`src/rtl/lru_evict_pkg.sv`:
```
// Shared types and entry-layout helpers for the LRU victim drain block.
package lru_evict_pkg;

    localparam int unsigned LINE_WIDTH_DEF = 512;
    localparam int unsigned MEM_DATAW_DEF  = 64;
    localparam int unsigned ADDR_WIDTH_DEF = 26;
    localparam int unsigned DATAW_DEF      = 1 + ADDR_WIDTH_DEF + LINE_WIDTH_DEF;

    // Entry field offsets for the default geometry: {dirty, line_addr, line_data}
    localparam int unsigned DIRTY_BIT = DATAW_DEF - 1;
    localparam int unsigned ADDR_LSB  = LINE_WIDTH_DEF;

    typedef enum logic {
        IDLE = 1'b0,
        SEND = 1'b1
    } state_e;

    // Same offsets for an arbitrary geometry
    function automatic int unsigned dirty_bit_of(input int unsigned line_w, input int unsigned addr_w);
        return line_w + addr_w;
    endfunction

    function automatic int unsigned addr_lsb_of(input int unsigned line_w);
        return line_w;
    endfunction

endpackage

```
`src/rtl/lru_evict_beat_mux.sv`:
```
// Selects the MEM_DATAW-wide slice of a cache line addressed by the beat index.
module lru_evict_beat_mux #(
    parameter int unsigned LINE_WIDTH = 512,
    parameter int unsigned MEM_DATAW  = 64,
    parameter int unsigned BEATW_I    = 3
) (
    input  logic [LINE_WIDTH-1:0] line,
    input  logic [BEATW_I-1:0]    beat_idx,
    output logic [MEM_DATAW-1:0]  beat_data
);

    localparam int unsigned BEATS = LINE_WIDTH / MEM_DATAW;

    always_comb begin
        beat_data = '0;
        for (int unsigned i = 0; i < BEATS; i++) begin
            if (beat_idx == BEATW_I'(i)) begin
                beat_data = line[i*MEM_DATAW +: MEM_DATAW];
            end
        end
    end

endmodule

```
`src/rtl/lru_evict_drain.sv`:
```
// Drains the LRU victim queue: drops clean lines, serializes dirty lines into memory write beats.
// Optional performance counters are enabled with `define LRU_EVICT_PERF_EN.
module lru_evict_drain
    import lru_evict_pkg::*;
#(
    parameter int unsigned LINE_WIDTH = LINE_WIDTH_DEF,
    parameter int unsigned MEM_DATAW  = MEM_DATAW_DEF,
    parameter int unsigned ADDR_WIDTH = ADDR_WIDTH_DEF,
    localparam int unsigned DATAW     = 1 + ADDR_WIDTH + LINE_WIDTH,
    localparam int unsigned BEATS     = LINE_WIDTH / MEM_DATAW,
    localparam int unsigned BEATW     = $clog2(BEATS),
    localparam int unsigned BEATW_I   = (BEATW == 0) ? 1 : BEATW
) (
    input  logic                        clk,
    input  logic                        reset,
    input  logic                        flush,
    output logic                        flush_done,
    input  logic                        q_empty,
    input  logic                        q_alm_full,
    input  logic [DATAW-1:0]            q_data,
    output logic                        q_pop,
    output logic                        mem_req_valid,
    input  logic                        mem_req_ready,
    output logic [ADDR_WIDTH+BEATW-1:0] mem_req_addr,
    output logic [MEM_DATAW-1:0]        mem_req_data,
    output logic                        mem_req_last,
`ifdef LRU_EVICT_PERF_EN
    output logic [31:0]                 perf_dirty_evicts,
    output logic [31:0]                 perf_clean_evicts,
    output logic [31:0]                 perf_stall_cycles,
`endif
    output logic                        busy
);

    localparam int unsigned        DIRTY_POS = dirty_bit_of(LINE_WIDTH, ADDR_WIDTH);
    localparam int unsigned        ADDR_POS  = addr_lsb_of(LINE_WIDTH);
    localparam logic [BEATW_I-1:0] LAST_BEAT = BEATW_I'(BEATS - 1);

    state_e                state, state_nxt;
    logic [BEATW_I-1:0]    beat_idx, beat_nxt;
    logic                  flush_active, flush_active_nxt;
    logic [ADDR_WIDTH-1:0] addr_r;
    logic [LINE_WIDTH-1:0] line_r;
    logic [MEM_DATAW-1:0]  beat_data;
    logic                  pop;
    logic                  drained;

    always_ff @(posedge clk or negedge reset) begin
        if (!reset) begin
            state        <= IDLE;
            beat_idx     <= '0;
            flush_active <= 1'b0;
        end else begin
            state        <= state_nxt;
            beat_idx     <= beat_nxt;
            flush_active <= flush_active_nxt;
        end
    end

    // Line holding register; contents are only meaningful while in SEND
    always_ff @(posedge clk) begin
        if (pop) begin
            addr_r <= q_data[ADDR_POS +: ADDR_WIDTH];
            line_r <= q_data[LINE_WIDTH-1:0];
        end
    end

    always_comb begin
        state_nxt        = state;
        beat_nxt         = beat_idx;
        flush_active_nxt = flush_active;
        pop              = 1'b0;
        mem_req_valid    = 1'b0;
        mem_req_last     = 1'b0;
        flush_done       = 1'b0;
        drained          = 1'b0;

        case (state)
            IDLE: begin
                pop = reset && !q_empty && (q_alm_full || flush_active);
                if (pop && q_data[DIRTY_POS]) begin
                    state_nxt = SEND;
                    beat_nxt  = '0;
                end
            end
            SEND: begin
                mem_req_valid = 1'b1;
                mem_req_last  = (beat_idx == LAST_BEAT);
                if (mem_req_ready) begin
                    if (mem_req_last) begin
                        state_nxt = IDLE;
                        beat_nxt  = '0;
                    end else begin
                        beat_nxt = beat_idx + BEATW_I'(1);
                    end
                end
            end
            default: state_nxt = IDLE;
        endcase

        // A flush request arriving while one is in progress is absorbed
        drained    = flush_active && (state == IDLE) && q_empty && !pop;
        flush_done = drained;
        if (!flush_active) begin
            flush_active_nxt = flush;
        end else if (drained) begin
            flush_active_nxt = 1'b0;
        end
    end

    lru_evict_beat_mux #(
        .LINE_WIDTH (LINE_WIDTH),
        .MEM_DATAW  (MEM_DATAW),
        .BEATW_I    (BEATW_I)
    ) u_beat_mux (
        .line      (line_r),
        .beat_idx  (beat_idx),
        .beat_data (beat_data)
    );

    generate
        if (BEATW == 0) begin : g_single_beat
            assign mem_req_addr = mem_req_valid ? addr_r : '0;
        end else begin : g_multi_beat
            assign mem_req_addr = mem_req_valid ? {addr_r, beat_idx} : '0;
        end
    endgenerate

    assign mem_req_data = mem_req_valid ? beat_data : '0;
    assign q_pop        = pop;
    assign busy         = (state != IDLE) || flush_active;

`ifdef LRU_EVICT_PERF_EN
    always_ff @(posedge clk or negedge reset) begin
        if (!reset) begin
            perf_dirty_evicts <= '0;
            perf_clean_evicts <= '0;
            perf_stall_cycles <= '0;
        end else begin
            if (pop && q_data[DIRTY_POS]) begin
                perf_dirty_evicts <= perf_dirty_evicts + 32'd1;
            end
            if (pop && !q_data[DIRTY_POS]) begin
                perf_clean_evicts <= perf_clean_evicts + 32'd1;
            end
            if (mem_req_valid && !mem_req_ready) begin
                perf_stall_cycles <= perf_stall_cycles + 32'd1;
            end
        end
    end
`endif

    a_no_pop_when_empty: assert property (@(posedge clk) disable iff (!reset) !(pop && q_empty))
        else $error("q_pop asserted while q_empty");

endmodule

```
`config.mk`:
```
export PLATFORM = sky130hd
export DESIGN_NAME = lru_evict_drain
export DESIGN_NICKNAME = d
export VERILOG_FILES = /design/src/rtl/lru_evict_pkg.sv /design/src/rtl/lru_evict_beat_mux.sv /design/src/rtl/lru_evict_drain.sv
export SDC_FILE = /design/constraint.sdc
export NUM_CORES = 1
export LEC_CHECK = 0
export ABC_AREA = 1
export BUFFER_PORTS_ARGS = -buffer_cell sky130_fd_sc_hd__clkbuf_2
export CORE_MARGIN = 4
export CORE_UTILIZATION = 35
export DETAILED_ROUTE_END_ITERATION = 8
export MAX_ROUTING_LAYER = met4
export SYNTH_ARGS = -nofsm -noshare
export SYNTH_HDL_FRONTEND = slang
export SYNTH_SLANG_ARGS = --single-unit
export TNS_END_PERCENT = 20
```
`constraint.sdc`:
```
create_clock -name clk -period 41 [get_ports clk]
set_clock_uncertainty 0.05 [all_clocks]
set_input_delay 2.05 -clock clk [delete_from_list [all_inputs] [get_ports clk]]
set_output_delay 2.05 -clock clk [all_outputs]
set_load 0.02 [all_outputs]
```
* Word level (Yosys, flattened, before mapping)
Index checks and enable logic that the tools add are counted.
** Word-level totals
- Flip-flop bits (word level) :: 543
- Input port bits :: 545
- Output and inout bits :: 98
- Logic and storage cells :: 51
** Cells by class
- Add/sub/neg operators :: 1
- Equality and inequality tests :: 9
- Multiplexer cells :: 23
- Bitwise operators :: 1
- Reduce and logical (&&, ||, !) cells :: 12
** Operators by type and width (number)
- 64-bit two-way mux :: 9
- 29-bit two-way mux :: 1
- 3-bit equality test, second input constant :: 4
- 3-bit two-way mux :: 3
- 1-bit two-way mux :: 8
- 3-bit by 2-bit equality test with 1-bit output, second input constant :: 2
- 1-bit logical AND :: 6
- 3-bit one-hot mux with 2 select lines :: 1
- 2-bit != test, second input constant :: 2
- 3-bit by 1-bit adder with 3-bit output, second input constant :: 1
- 3-bit by 1-bit equality test with 1-bit output, second input constant :: 1
- 3-bit zero test :: 1
- 1-bit zero test :: 2
- 1-bit logical OR :: 2
- 1-bit one-hot mux with 2 select lines :: 1
- 2-bit AND reduction :: 1
- 1-bit inverter :: 1

* Depth between registers and ports, before layout
Gate-level depths: netlist of run 1.
- Word-level depth :: 10
- Depth in mapped cells :: 13
- Gate-level depth less buffers :: 11

* Hierarchy
A second synthesis of run 1 with hierarchy kept.
** Unflattened totals
- Cell total of the unflattened synthesis :: 1648
- Area, all modules :: 21465.6 um^2
** By module, submodules not included
- lru_evict_drain :: instances 1, cells each 771, area each 17242.8 um^2, sequential area each 16280.6 um^2
- lru_evict_beat_mux :: instances 1, cells each 877, area each 4222.8 um^2, sequential area each 0.0 um^2

* Worst setup path before layout of run 1
No wires, ideal clock.
- Path kind :: input to output
- Start :: in q_empty
- End :: out q_pop
- Arrival time :: 24.741 ns
- Data required time :: 38.900 ns
- Path slack :: 14.159 ns
- Stages :: 3
- Path buffers :: 0
- Cell sequence :: inv_1 nand3_1 nor2_1
** Between the ends
- Cells in the longest elaborated chain, start to end :: 4
** Ends and longest elaborated chain
- start, declared :: line lru_evict_drain.sv:18 : input logic q_empty,
- 1-bit zero test :: line lru_evict_drain.sv:80 : pop = reset && !q_empty && (q_alm_full || flush_active);
- 1-bit logical AND (2 in series) :: line lru_evict_drain.sv:80
- 1-bit two-way mux :: line lru_evict_drain.sv:78 : case (state)
- end, declared :: line lru_evict_drain.sv:21 : output logic q_pop,
No other way between the ends.

* Final worst setup path of run 1
- Start :: reg beat_idx[2]
- End :: out mem_req_data[32]
** Between the ends
- Cells in the longest elaborated chain, start to end :: 10
- Elaborated cells between the ends (all ways) :: 17
- Those cells by class :: eq/ne (7); mux (9); reduce/logical (1)
** Ends and longest elaborated chain
- start, declared :: line lru_evict_drain.sv:40 : logic [BEATW_I-1:0] beat_idx, beat_nxt;
- start signal, assigned :: line lru_evict_drain.sv:55 : beat_idx <= beat_nxt;
- 3-bit zero test :: line lru_evict_beat_mux.sv:17 : if (beat_idx == BEATW_I'(i)) begin
- 64-bit two-way mux (7 in series) :: line lru_evict_beat_mux.sv:17
- 64-bit two-way mux * :: line lru_evict_beat_mux.sv:17
- 64-bit two-way mux * :: line lru_evict_drain.sv:129 : assign mem_req_data = mem_req_valid ? beat_data : '0;
- end, declared :: line lru_evict_drain.sv:25 : output logic [MEM_DATAW-1:0] mem_req_data,
Every way passes the cells marked *; elsewhere a longest branch is shown, timed or not.

==> flow_summary_export.csv, run 1 <==
group,metric,value,unit
pwr,p_leak,12.5,nW
detailed_routing,via_count,17000,
setup_path,worstSetupEndpointType,"output port",
sta,fin_setup_tns,0,ps
die,initial_utilization,35.5,%
clocking,cts_root_buffer,"clkbuf_16",
placed_design,port_buffers,642,
clocking,ctsHoldBuffers,0,
setup_path,regToRegSetupSlack,36170,ps
sta,tightest_slew,1140,ps
sta,relSlewSlack,23.9,%
clocking,cts_num_sinks,543,
grt,grt_usage,20.2,%
pwr,netSwitchingPower,0.000709,W
detailed_routing,drcViolationCount,0,
clocking,clockBufferDepth,3,
detailed_routing,drtIter0Drc,1289,
layout,syn2layout_area_growth,26.0,%
pwr,switching_share,37.4,%
synth,synth-seq-cells,543,
synth,ys_seq_area_share,71.0,%
layout,drive_gt1_share,29.9,%
synth,syn_area,22900,sq um
die,core_area,64700,sq um
setup_path,rr_startpoint,"state",
clocking,htreeDepth,2,
sta,rsz0062_at_grt,"false",
hold_path,hold_depth,2,
pwr,p_int,0.00119,W
hold_path,hold_path.class,"flip-flop to flip-flop",
die,die_area,69700,sq um
setup_path,critPathRequiredTime,38900,ps
sta,fmax,0.146,GHz
hold_path,hp-start,"flush_active",
grt,grt_max_degree,180,
die,die_y,264,um
detailed_routing,antenna_left,0,
sta,finalCritPeriodShare,16.7,%
pwr,combPwrFrac,35.5,%
synth,synthDistinctLibCells,21,
pwr,p_per_area,65.6,nW/um^2
die,ioPinCount,643,
setup_path,critPathKind,"flip-flop to output port",
placed_design,gp_congestion,0.860,
detailed_routing,drt_first_pass_iters,7,
placed_design,place_ws,34740,ps
clocking,cts_resized,0,
clocking,clk_latency,610,ps
pwr,power.share.clock,28.6,%
layout,mostFrequentLayoutCell,"clkbuf_2",
setup_path,cp_data_arrival_time,4740,ps
layout,final_cell_mix,"clkbuf_2 (642), nand2_1 (614), edfxtp_1 (538)",
detailed_routing,post_drt_wl_per_cell,19.5,um
clocking,cts_tree,"done",
die,fp.dieW,264,um
clocking,cts_setup_buffers,0,
pwr,p_seq_share,35.9,%
synth,synth_area_per_cell,10.9,sq um
sta,setup_viol,0,
detailed_routing,drt_wl_total,70800,um
synth,yosysWarnings,0,
setup_path,crit_fanout,67,
detailed_routing,avgViaCountPerCell,4.68,
setup_path,critPathLaunchType,"flip-flop",
layout,finalNetCount,3255,
placed_design,hpwl,49200,um
run,cap_violations,0,
sta,final-max-slew-violation-count,0,
grt,grt_pass1_wl,106000,um
sta,setup_ws,34160,ps
grt,grt_overflow,0,
clocking,clk_pin_slew,70,ps
grt,grt_pass1_vias,17500,
setup_path,r2r_cells,6,
pwr,peakVddDrop,0.0000466,V
synth,synth_cells,2107,
synth,syn_nets,2658,
layout,design_area,28900,sq um
die,num_rows,93,
placed_design,dpl_cell_area,26900,sq um
sta,hold_viol,0,
sta,layout_min_cycle_time,6840,ps
outcome,status,"completed",
grt,antenna_found_initial,17,
clocking,numCtsBuffers,57,
setup_path,startpoint,"beat_idx[2]",
[per-layer routing]
layer	routed length [um]	GRT usage, %	share of wire, %	vias up
met1	28500	24.8	40	8087
met5	0	-	0	-
met2	35700	33.8	50	596
met4	1620	5.73	2.3	0
li1	-	-	-	8200
met3	4990	4.40	7.0	103
[final cells by class]
type	instances	area, sq um
repair buffers	659	3350
clock buffers	65	1460
multi-input cells	1212	5330
well taps	855	1070
inverters	231	873
clock inverters	42	502
flip-flops and latches	543	16300
diodes	19	47.5
fillers	6167	35800
[Yosys cell counts]
master      n  area, sq um
a21oi_1    64          320
buf_1      14         52.6
buf_2      40          200
buf_4       7         52.6
buf_6       1         11.3
clkbuf_1   59          221
clkinv_1   30          113
dfrtp_1     5          125
edfxtp_1  538        16200
ha_1        6         75.1
inv_1     200          751
inv_2       1         3.75
nand2_1   617         2320
nand3_1   195          976
nor2_1    133          499
nor2_2      1         6.26
nor3_1      1         5.00
o21ai_0    74          370
o21ai_1    56          280
o22ai_1     1         6.26
or2_2      64          400
[worst max-delay path, cell delays in order (launching register included)]
cell,delay (ps)
dfrtp_1,520
clkinv_2,80
buf_4,740
ha_4,890
inv_2,570
buf_4,430
o21ai_1,160
inv_1,50
nand2_1,60
nand2_1,50
nand2_1,80
nand2_1,80
nand2_1,100
a21oi_1,70
clkbuf_2,170
[cells by family after synthesis]
| group | synth area share, % |
|---|---|
| AND/OR/NAND/NOR | 18.3 |
| flip-flops | 71.0 |
| buffers and inverters | 6.12 |
| AO/OA/AOI/OAI | 4.26 |
| adder cells (fa/ha/maj) | 0.327 |
[power by group through the flow]
stage	Clock [W]	Combinational (W)	Sequential, W
2_1_floorplan	0	0.000448	0.000731
3_3_place_gp	0	0.000677	0.000691
3_5_place_dp	0	0.000682	0.000692
4_1_cts	0.000555	0.000684	0.000681
5_1_grt	0.000581	0.000753	0.000684
6_report	0.000542	0.000674	0.000681
[flip-flops by register name (all words and copies together), names as in the netlist]
register      flops
addr_r           26
line_r          512
state             1
flush_active      1
beat_idx          3
[path summary, 6_finish.rpt]
check / end
hold reg to reg: flush_active
hold / removal: flush_active
setup / recovery: mem_req_data[32]
max in group asynchronous: state
setup reg to reg: line_r[334]
min in group asynchronous: beat_idx[2]
[stage by stage]
step                utilization [%]  std cells  hold WS, ps  power [W]
finish                         44.7       3626          509    0.00190
global route                   44.7       3624          570    0.00202
CTS                            44.6       3607          514    0.00192
detailed placement             41.6       3500          498    0.00137
global placement               41.6       3500          470    0.00137
floorplan                         -       2107          449    0.00118
(Power assumes the default switching activity.)
==> run 2: changes to the inputs <==
clock period = 5.5 ns   (was 41 ns; I/O delays follow)
==> run 2 against run 1 <==
Effect of this change: core utilization rose by 8.6 points; clock-buffer cell count up 13; die area did not move.
==> flow_summary_export.csv, run 2 (synthesis results as in run 1) <==
group,metric,value,unit
sta,final-max-slew-violation-count,0,
clocking,cts_setup_buffers,0,
detailed_routing,antenna_left,0,
detailed_routing,drcViolationCount,0,
setup_path,critPathKind,"flip-flop to output port",
clocking,numCtsBuffers,59,
setup_path,crit_fanout,56,
sta,rsz0062_at_grt,"false",
die,num_rows,93,
detailed_routing,avgViaCountPerCell,4.79,
detailed_routing,drtIter0Drc,1445,
setup_path,path_delay_family,"buffers and inverters",
placed_design,gp_congestion,0.919,
grt,grt_usage,22.7,%
setup_path,cp_data_arrival_time,4190,ps
die,ioPinCount,643,
die,initial_utilization,35.5,%
clocking,cts_resized,0,
setup_path,crit_buf_inv,5,
sta,fmax,0.222,GHz
sta,hold_viol,0,
grt,antenna_found_initial,27,
detailed_routing,drt_wl_total,79600,um
setup_path,cp_common_cell,"nand2_1",
pwr,p_per_area,422,nW/um^2
layout,drive_gt1_share,25.1,%
die,die_area,69700,sq um
detailed_routing,via_count,20100,
die,core_area,64700,sq um
setup_path,worstSetupEndpointType,"output port",
placed_design,place_ws,1550,ps
layout,final_cell_mix,"clkbuf_2 (642), nand2_1 (613), dlygate4sd3_1 (544)",
detailed_routing,post_drt_wl_per_cell,19.0,um
setup_path,path_depth,13,
layout,design_area,34500,sq um
placed_design,dpl_cell_area,27100,sq um
placed_design,port_buffers,642,
layout,regMostFlops,"line_r",
pwr,total_power,0.0145,W
layout,stdcell_count,4189,
placed_design,hpwl,49300,um
layout,mostFrequentLayoutCell,"clkbuf_2",
outcome,status,"completed",
setup_path,critPathRequiredTime,5180,ps
clocking,clk_pin_slew,60,ps
clocking,cts_tree,"done",
setup_path,crit_chain,"clkinv_2, ha_4, inv_2, buf_4, o21ai_1, clkinv_1, nand2_1, nand2_1, nand2_1, nand2_1, nand2_1, a21oi_1, clkbuf_2",
clocking,htreeDepth,2,
clocking,clk_latency,600,ps
layout,reg_top3,"line_r (512), addr_r (26), beat_idx (3)",
setup_path,reg2reg_to,"state",
sta,setup_ws,986,ps
layout,syn2layout_area_growth,50.4,%
setup_path,cp_slowest_stage_delay,820,ps
die,fp.dieW,264,um
layout,finalNetCount,3809,
sta,tightest_slew,1230,ps
pwr,peakVddDrop,0.000308,V
pwr,p_leak,14.9,nW
grt,grt_overflow,0,
run,cap_violations,0,
sta,setup_viol,0,
setup_path,r2r_cells,7,
clocking,ctsHoldBuffers,544,
detailed_routing,drt_first_pass_iters,6,
grt,grt_pass1_wl,120000,um
grt,grt_max_degree,129,
hold_path,hold_path.class,"input pin to async pin",
setup_path,rr_startpoint,"state",
clocking,clockBufferDepth,3,
setup_path,critPathLaunchType,"flip-flop",
die,die_y,264,um
sta,finalCritPeriodShare,82.1,%
clocking,cts_num_sinks,543,
placed_design,dp.cells,3508,
setup_path,cp_slowest_cell,"inv_2",
setup_path,regToRegSetupSlack,2750,ps
layout,largest_register_ffs,512,
sta,layout_min_cycle_time,4510,ps
sta,relSlewSlack,17.7,%
layout,n_fill_cell,5381,
clocking,cts_root_buffer,"clkbuf_16",
grt,grt_pass1_vias,21500,
## run 2: how the worst max path moves through the flow
stage                           start               end  slack (ps)
after floorplan                 state       beat_idx[0]       -4190
after global placement    beat_idx[2]  mem_req_data[41]        1640
after detailed placement  beat_idx[2]  mem_req_data[38]        1550
after CTS                 beat_idx[2]  mem_req_data[38]         880
after global routing      beat_idx[2]  mem_req_data[38]         630
final                     beat_idx[2]  mem_req_data[38]         990
## run 2: per-layer routing
metal	track usage (%)	vias to the layer above	wire (um)
met5	-	-	0
met4	9.64	0	3590
met3	4.76	238	5620
met2	40.1	926	40900
met1	24.9	9595	29500
li1	-	9326	-
## run 2: layout make-up
class,instances,area [sq um],share of cell area (%)
Sequential cell,543,16300,47.2
Timing Repair Buffer,1211,8950,25.9
Multi-Input combinational cell,1212,5340,15.5
Clock buffer,78,1590,4.61
Tap cell,855,1070,3.10
Inverter,231,876,2.54
Clock inverter,30,325,0.943
Antenna cell,29,72.6,0.210
## run 2: power by group
part | switching, W | total [W] | internal [W]
Clock | 0.00166 | 0.00398 | 0.00231
Combinational | 0.00371 | 0.00553 | 0.00182
Sequential | 0.0000961 | 0.00504 | 0.00494
Total | 0.00547 | 0.0145 | 0.00907
## run 2: stage by stage
stage          TNS [ps]  hold WS [ps]  util [%]
6_report              0          65.8      53.3
5_1_grt               0          73.8      53.3
4_1_cts               0          20.3      53.2
3_5_place_dp          0           126      41.8
3_3_place_gp          0           117      41.8
2_1_floorplan  -2037000         -70.6         -
